--- config.mk ---
export PLATFORM = sky130hd
export DESIGN_NAME = rtc_tick_cascade_flat
export DESIGN_NICKNAME = d
export VERILOG_FILES = /design/src/rtl/rtc_tick_cascade_pkg.sv /design/src/rtl/rtc_tick_cascade_if.sv /design/src/rtl/rtc_tick_cascade_mod_counter.sv /design/src/rtl/rtc_tick_cascade.sv /design/src/flat_wrapper.sv
export SDC_FILE = /design/constraint.sdc
export NUM_CORES = 1
export LEC_CHECK = 0
export CORE_MARGIN = 4
export CORE_UTILIZATION = 36
export CTS_BUF_LIST = sky130_fd_sc_hd__clkbuf_4
export CTS_CLUSTER_SIZE = 10
export DETAILED_ROUTE_END_ITERATION = 8
export PLACE_DENSITY = 0.62
export SYNTH_ARGS = -nofsm -noshare
export SYNTH_HDL_FRONTEND = slang
export SYNTH_SLANG_ARGS = --single-unit
--- constraint.sdc ---
create_clock -name i_sclk -period 2.4 [get_ports i_sclk]
set_clock_uncertainty 0.1 [all_clocks]
set_input_delay 0.24 -clock i_sclk [delete_from_list [all_inputs] [get_ports i_sclk]]
set_output_delay 0.24 -clock i_sclk [all_outputs]
set_load 0.01 [all_outputs]
--- src/rtl/rtc_tick_cascade_pkg.sv ---
// Shared constants, types and helpers for the stopwatch timebase.
package rtc_pkg;

    // Ceiling log2, never less than 1 so that every counter has at least one bit.
    function automatic int clog2(input longint unsigned value);
        int r;
        r = 0;
        for (int i = 0; i < 63; i++) begin
            if ((64'd1 << i) < value) begin
                r = i + 1;
            end
        end
        if (r < 1) begin
            r = 1;
        end
        return r;
    endfunction

    localparam int RTC_CLK_HZ    = 100_000_000;
    localparam int RTC_BASE_HZ   = 100;
    localparam int RTC_STAGE_DIV = 10;
    localparam int RTC_N_STAGES  = 3;
    localparam int RTC_SW        = clog2(RTC_STAGE_DIV);

    typedef logic [RTC_SW-1:0] stage_cnt_t;

endpackage

--- src/rtl/rtc_tick_cascade_if.sv ---
// Control/status bundle between the stopwatch logic and the timebase.
interface rtc_tick_cascade_if
    import rtc_pkg::*;
#(
    parameter int N_STAGES = RTC_N_STAGES,
    parameter int SW       = RTC_SW
);
    logic                     i_timerenb;
    logic                     i_clear;
    logic [N_STAGES:0]        o_tick;
    logic [N_STAGES:0]        o_level;
    logic [N_STAGES*SW-1:0]   o_stage_cnt;

    // Consumer side: drives enable/clear, observes ticks.
    modport master (
        output i_timerenb,
        output i_clear,
        input  o_tick,
        input  o_level,
        input  o_stage_cnt
    );

    // Timebase side.
    modport slave (
        input  i_timerenb,
        input  i_clear,
        output o_tick,
        output o_level,
        output o_stage_cnt
    );
endinterface

--- src/rtl/rtc_tick_cascade_mod_counter.sv ---
// Modulo-MOD counter with synchronous clear and a combinational wrap flag.
module rtc_mod_counter
    import rtc_pkg::*;
#(
    parameter int MOD = 10
) (
    input  logic                  i_sclk,
    input  logic                  i_reset,
    input  logic                  i_clear,
    input  logic                  i_inc,
    output logic [clog2(MOD)-1:0] o_cnt,
    output logic                  o_wrap
);
    localparam int W = clog2(MOD);
    localparam logic [W-1:0] LAST = W'(MOD - 1);

    logic [W-1:0] cnt_q;
    logic [W-1:0] cnt_d;

    // Wrap is asserted on the increment that takes the count from LAST back to 0.
    assign o_wrap = i_inc && (cnt_q == LAST);
    assign o_cnt  = cnt_q;

    // Next count: clear beats increment; otherwise hold.
    always_comb begin
        cnt_d = cnt_q;
        if (i_clear) begin
            cnt_d = '0;
        end else if (i_inc) begin
            cnt_d = (cnt_q == LAST) ? '0 : cnt_q + W'(1);
        end
    end

    // Count register.
    always_ff @(posedge i_sclk) begin
        if (i_reset) begin
            cnt_q <= '0;
        end else begin
            cnt_q <= cnt_d;
        end
    end
endmodule

--- src/rtl/rtc_tick_cascade.sv ---
// Base-tick prescaler followed by a cascade of decade dividers. Every stage
// increments on the combinational wrap of the previous one, so the strobes of a
// full cascade wrap land on the same edge and the counts move with their tick.
module rtc_tick_cascade
    import rtc_pkg::*;
#(
    parameter int CLK_HZ    = RTC_CLK_HZ,
    parameter int BASE_HZ   = RTC_BASE_HZ,
    parameter int N_STAGES  = RTC_N_STAGES,
    parameter int STAGE_DIV = RTC_STAGE_DIV
) (
    input  logic               i_sclk,
    input  logic               i_reset,
    rtc_tick_cascade_if.slave  bus
);
    localparam int PRESCALE = CLK_HZ / BASE_HZ;
    localparam int PW       = clog2(PRESCALE);
    localparam int SW       = clog2(STAGE_DIV);

    if (BASE_HZ <= 0 || (CLK_HZ % BASE_HZ) != 0) begin : g_bad_ratio
        $fatal(1, "rtc_tick_cascade: CLK_HZ must be an integer multiple of BASE_HZ");
    end
    if (PRESCALE < 2) begin : g_bad_prescale
        $fatal(1, "rtc_tick_cascade: PRESCALE must be at least 2");
    end
    if (STAGE_DIV < 2) begin : g_bad_div
        $fatal(1, "rtc_tick_cascade: STAGE_DIV must be at least 2");
    end
    if (N_STAGES < 1) begin : g_bad_stages
        $fatal(1, "rtc_tick_cascade: N_STAGES must be at least 1");
    end

    logic                   en;
    logic                   clr;
    logic [N_STAGES:0]      wrap;
    logic [PW-1:0]          pcnt;
    logic [SW-1:0]          scnt [N_STAGES];
    logic [N_STAGES*SW-1:0] stage_cnt_packed;

    logic [N_STAGES:0]      tick_q;
    logic [N_STAGES:0]      tick_d;
    logic [N_STAGES:0]      level_q;
    logic [N_STAGES:0]      level_d;

    assign en  = bus.i_timerenb;
    assign clr = bus.i_clear;

    rtc_mod_counter #(.MOD(PRESCALE)) u_prescale (
        .i_sclk  (i_sclk),
        .i_reset (i_reset),
        .i_clear (clr),
        .i_inc   (en),
        .o_cnt   (pcnt),
        .o_wrap  (wrap[0])
    );

    for (genvar k = 1; k <= N_STAGES; k++) begin : g_stage
        rtc_mod_counter #(.MOD(STAGE_DIV)) u_stage (
            .i_sclk  (i_sclk),
            .i_reset (i_reset),
            .i_clear (clr),
            .i_inc   (wrap[k-1]),
            .o_cnt   (scnt[k-1]),
            .o_wrap  (wrap[k])
        );
        assign stage_cnt_packed[(k-1)*SW +: SW] = scnt[k-1];

        a_scnt_range: assert property (@(posedge i_sclk) disable iff (i_reset)
            int'(scnt[k-1]) < STAGE_DIV);
    end

    for (genvar k = 0; k <= N_STAGES; k++) begin : g_tick_chk
        a_tick_single: assert property (@(posedge i_sclk) disable iff (i_reset)
            tick_q[k] |=> !tick_q[k]);
    end

    a_pcnt_range: assert property (@(posedge i_sclk) disable iff (i_reset)
        int'(pcnt) < PRESCALE);

    // Strobe and level next-state: a clear discards any coincident wrap.
    always_comb begin
        tick_d  = '0;
        level_d = level_q;
        if (clr) begin
            level_d = '0;
        end else if (en) begin
            tick_d  = wrap;
            level_d = level_q ^ wrap;
        end
    end

    // Strobe and level registers.
    always_ff @(posedge i_sclk) begin
        if (i_reset) begin
            tick_q  <= '0;
            level_q <= '0;
        end else begin
            tick_q  <= tick_d;
            level_q <= level_d;
        end
    end

    assign bus.o_tick      = tick_q;
    assign bus.o_level     = level_q;
    assign bus.o_stage_cnt = stage_cnt_packed;
endmodule

--- src/flat_wrapper.sv ---
// flat-port wrapper written by rule: the top's interface ports become plain ports
module rtc_tick_cascade_flat import rtc_pkg::*;
#(
    parameter int CLK_HZ    = RTC_CLK_HZ,
    parameter int BASE_HZ   = RTC_BASE_HZ,
    parameter int N_STAGES  = RTC_N_STAGES,
    parameter int STAGE_DIV = RTC_STAGE_DIV
)
  (i_sclk, i_reset, bus_i_timerenb, bus_i_clear, bus_o_tick, bus_o_level, bus_o_stage_cnt);
  rtc_tick_cascade_if #(.N_STAGES(N_STAGES), .SW(4)) bus_i ();
  input  logic i_sclk;
  input  logic i_reset;
  input wire logic [$bits(bus_i.i_timerenb)-1:0] bus_i_timerenb;
  input wire logic [$bits(bus_i.i_clear)-1:0] bus_i_clear;
  output wire logic [$bits(bus_i.o_tick)-1:0] bus_o_tick;
  output wire logic [$bits(bus_i.o_level)-1:0] bus_o_level;
  output wire logic [$bits(bus_i.o_stage_cnt)-1:0] bus_o_stage_cnt;
  assign bus_i.i_timerenb = bus_i_timerenb;
  assign bus_i.i_clear = bus_i_clear;
  assign bus_o_tick = bus_i.o_tick;
  assign bus_o_level = bus_i.o_level;
  assign bus_o_stage_cnt = bus_i.o_stage_cnt;
  rtc_tick_cascade #(.CLK_HZ(CLK_HZ), .BASE_HZ(BASE_HZ), .N_STAGES(N_STAGES), .STAGE_DIV(STAGE_DIV)) u_core (.i_sclk(i_sclk), .i_reset(i_reset), .bus(bus_i));
endmodule
==> flow_summary.yaml <==
route:
  routedWlPerCell_um: 13.79
  vias: 1859
  drt_first_pass_iters: 4
  drtIter0Drc: 163
  drc_errors: 0
  finalWirelength_um: 4646
  antenna_left: 0
  vias_per_cell: 5.516
placement:
  hpwl_um: 3136
  place.gp.congestion: 0.8121
  place_inst: 328
  placed_cell_area_um2: 2349
  pre_cts_ws_ps: 4.014
  port_buffers: 23
timing:
  finalCriticalPeriod_ps: 2324
  fin_crit_sh: 0.9684
  maxSlewViolCount: 0
  setup_violations: 0
  tns_ps: 0
  max_freq_ghz: 0.4303
  worst_pin_slew_ps: 541.1
  timing.hold.ws_ps: 391.8
  fin_ws_ps: 75.81
  slew_headroom: 0.6359
  hold_viol_final: 0
  rsz0062_at_grt: "no"
logic_synthesis:
  synth.area.top_cells: "dfxtp_1, a21oi_1, o31ai_1"
  ys_async_sr_fraction: 0
  yosys_warnings: 0
  yosysTopAreaCell: "dfxtp_1"
  synth_edf_count: 0
  synth_top_area_share: 0.4180
  synth_area_um2: 1916
  synth.most_common_cell: "dfxtp_1"
  synth_nets: 230
  synth_seq_cells: 40
  synth-main-ff-cell: "dfxtp_1"
  ys_types: 34
  netlist_top_cells_count: "dfxtp_1, a21oi_1, nor2_1, nand2_1"
  syn_inst: 225
  seq_area_frac_synth: 0.4180
  syn_area_per_cell_um2: 8.514
power:
  p_total_mw: 1.007
  p_leak_nw: 0.7457
  ir_drop_v: 0.0002530
  power.density_nw_per_um2: 415.6
finish:
  layout-drive-gt1-share: 0.1311
  multiInputGateArea_um2: 1064
  syn_to_final_growth_pct: 26.52
  fillCellCount: 553
  layout.area.seq_um2: 800.8
  layout.nets: 272
  postLayoutCoreUtil: 0.4715
  antenna_cells: 0
  layout.cells.non_filler: 337
  design_area_um2: 2424
run_status:
  status: "finished clean"
clocking:
  cts_max_level: 2
  clock_latency_ps: 350
  clock_sinks: 40
  cts.path.max_buffers: 2
  cts_made_buffers: 5
  clk_pin_slew_ps: 110
  postCtsSetupRepairBufs: 0
  cts_root_buf: "clkbuf_4"
  cts_tree: "yes"
  cts-hold-fix-buffers: 0
floorplan:
  io_pins: 24
  die_w_um: 80.95
  die_h_um: 80.95
  floorplan.initialDensity: 0.3727
  core_area_um2: 5140
  dieArea_um2: 6552
  rows: 26
grt:
  grt_pass1_wl_um: 7624
  antenna_found_initial: 0
  grt_pass1_vias: 1650
  track_usage: 0.1483
  overflow: 0
  grt_max_degree: 22
critical_path:
  crit_path_max_incr_delay_ps: 610
  startpoint_type: "flop"
  end_kind: "flop"
  critical_path_class: "flop to flop"
  crit_chain: "or4b_4, or4_4, or4_1, a21oi_1"
  crit_fanout: 7
  cp_slowest_cell: "or4_4"
  cp.required_ps: 2590
  worst_ep_arrival_time_ps: 2520
  cpLargestDelayFamily: "simple AND/OR/NAND/NOR gates"
  critPathBufInv: 0
run:
  cap_violations: 0
min_path:
  min_path_type: "flop to flop"
-- sequential cells by signal (all words and copies together) (netlist names) --
| register | flops |
|---|---|
| u_core.u_prescale.o_cnt | 20 |
| u_core.bus.o_level | 4 |
| u_core.bus.o_tick | 4 |
| u_core.g_stage.u_stage.o_cnt | 12 |
-- cells by family (layout without fill, tap and decap cells) --
group,Yosys count,after routing,synth area share
AO/OA/AOI/OAI,48,48,0.1496
XOR/XNOR,13,13,0.05944
adder cells (fa/ha/maj),1,1,0.006531
buffers and inverters,17,57,0.04246
flip-flops,40,40,0.4180
multiplexers,1,1,0.005226
AND/OR/NAND/NOR,105,107,0.3187
-- per-layer routing --
metal	share of wire	wire length (um)	global-route usage	vias to the layer above
li1	-	-	-	935
met1	0.49	2278	0.1913	883
met2	0.45	2112	0.2430	34
met3	0.042	194	0.03326	7
met4	0.013	61	0.05236	0
met5	0	0	0	-
-- power breakdown --
| part | switching, mW | internal (mW) |
|---|---|---|
| logic | 0.0163 | 0.0124 |
| clock network | 0.210 | 0.102 |
| registers | 0.00191 | 0.665 |
| total | 0.228 | 0.779 |
-- worst reg2reg max path, delay by kind of cell (launching register included) --
family | cells | cell delay [ps]
DFF | 1 | 330
AOI/OAI and AO/OA | 1 | 140
and+or+nand+nor | 3 | 1700
-- cell usage in the layout, fill, tap and decap left out, types with 5 or more instances in the layout --
| cell type | count |
|---|---|
| a21oi_1 | 20 |
| buf_4 | 21 |
| clkbuf_4 | 5 |
| clkdlybuf4s50_1 | 23 |
| dfxtp_1 | 40 |
| inv_1 | 5 |
| nand2_1 | 15 |
| nand3_1 | 10 |
| nand4_1 | 8 |
| nor2_1 | 20 |
| nor4_1 | 8 |
| o21ai_0 | 8 |
| o31ai_1 | 13 |
| or3_1 | 7 |
| or4_1 | 12 |
| or4_4 | 5 |
| xnor2_1 | 7 |
| xor2_1 | 6 |
-- cell type report --
| class | count | area share |
|---|---|---|
| clock buffer | 5 | 0.01549 |
| clock inverter | 2 | 0.003098 |
| timing repair buffer | 45 | 0.1683 |
| tap | 70 | 0.03614 |
| multi-input combinational | 170 | 0.4388 |
| inverter | 5 | 0.007744 |
| sequential | 40 | 0.3304 |
-- final timing paths --
check | depth (start not counted) | slack [ps] | from | end
hold reg to reg | 2 | 390 | u_core.u_prescale.o_cnt[18] | u_core.u_prescale.o_cnt[18]
setup / recovery | 4 | 80 | u_core.u_prescale.o_cnt[8] | u_core.g_stage[3].u_stage.o_cnt[1]
setup reg to reg | 4 | 80 | u_core.u_prescale.o_cnt[8] | u_core.g_stage[3].u_stage.o_cnt[1]
hold / removal | 2 | 390 | u_core.u_prescale.o_cnt[18] | u_core.u_prescale.o_cnt[18]
-- repair_timing --
action,4_1_cts,5_1_grt
endpoints found under the setup margin,1,5
resized for setup,0,4
pin swaps,1,4
gates cloned,1,1
Note: power is estimated with default switching activity, not from simulation.
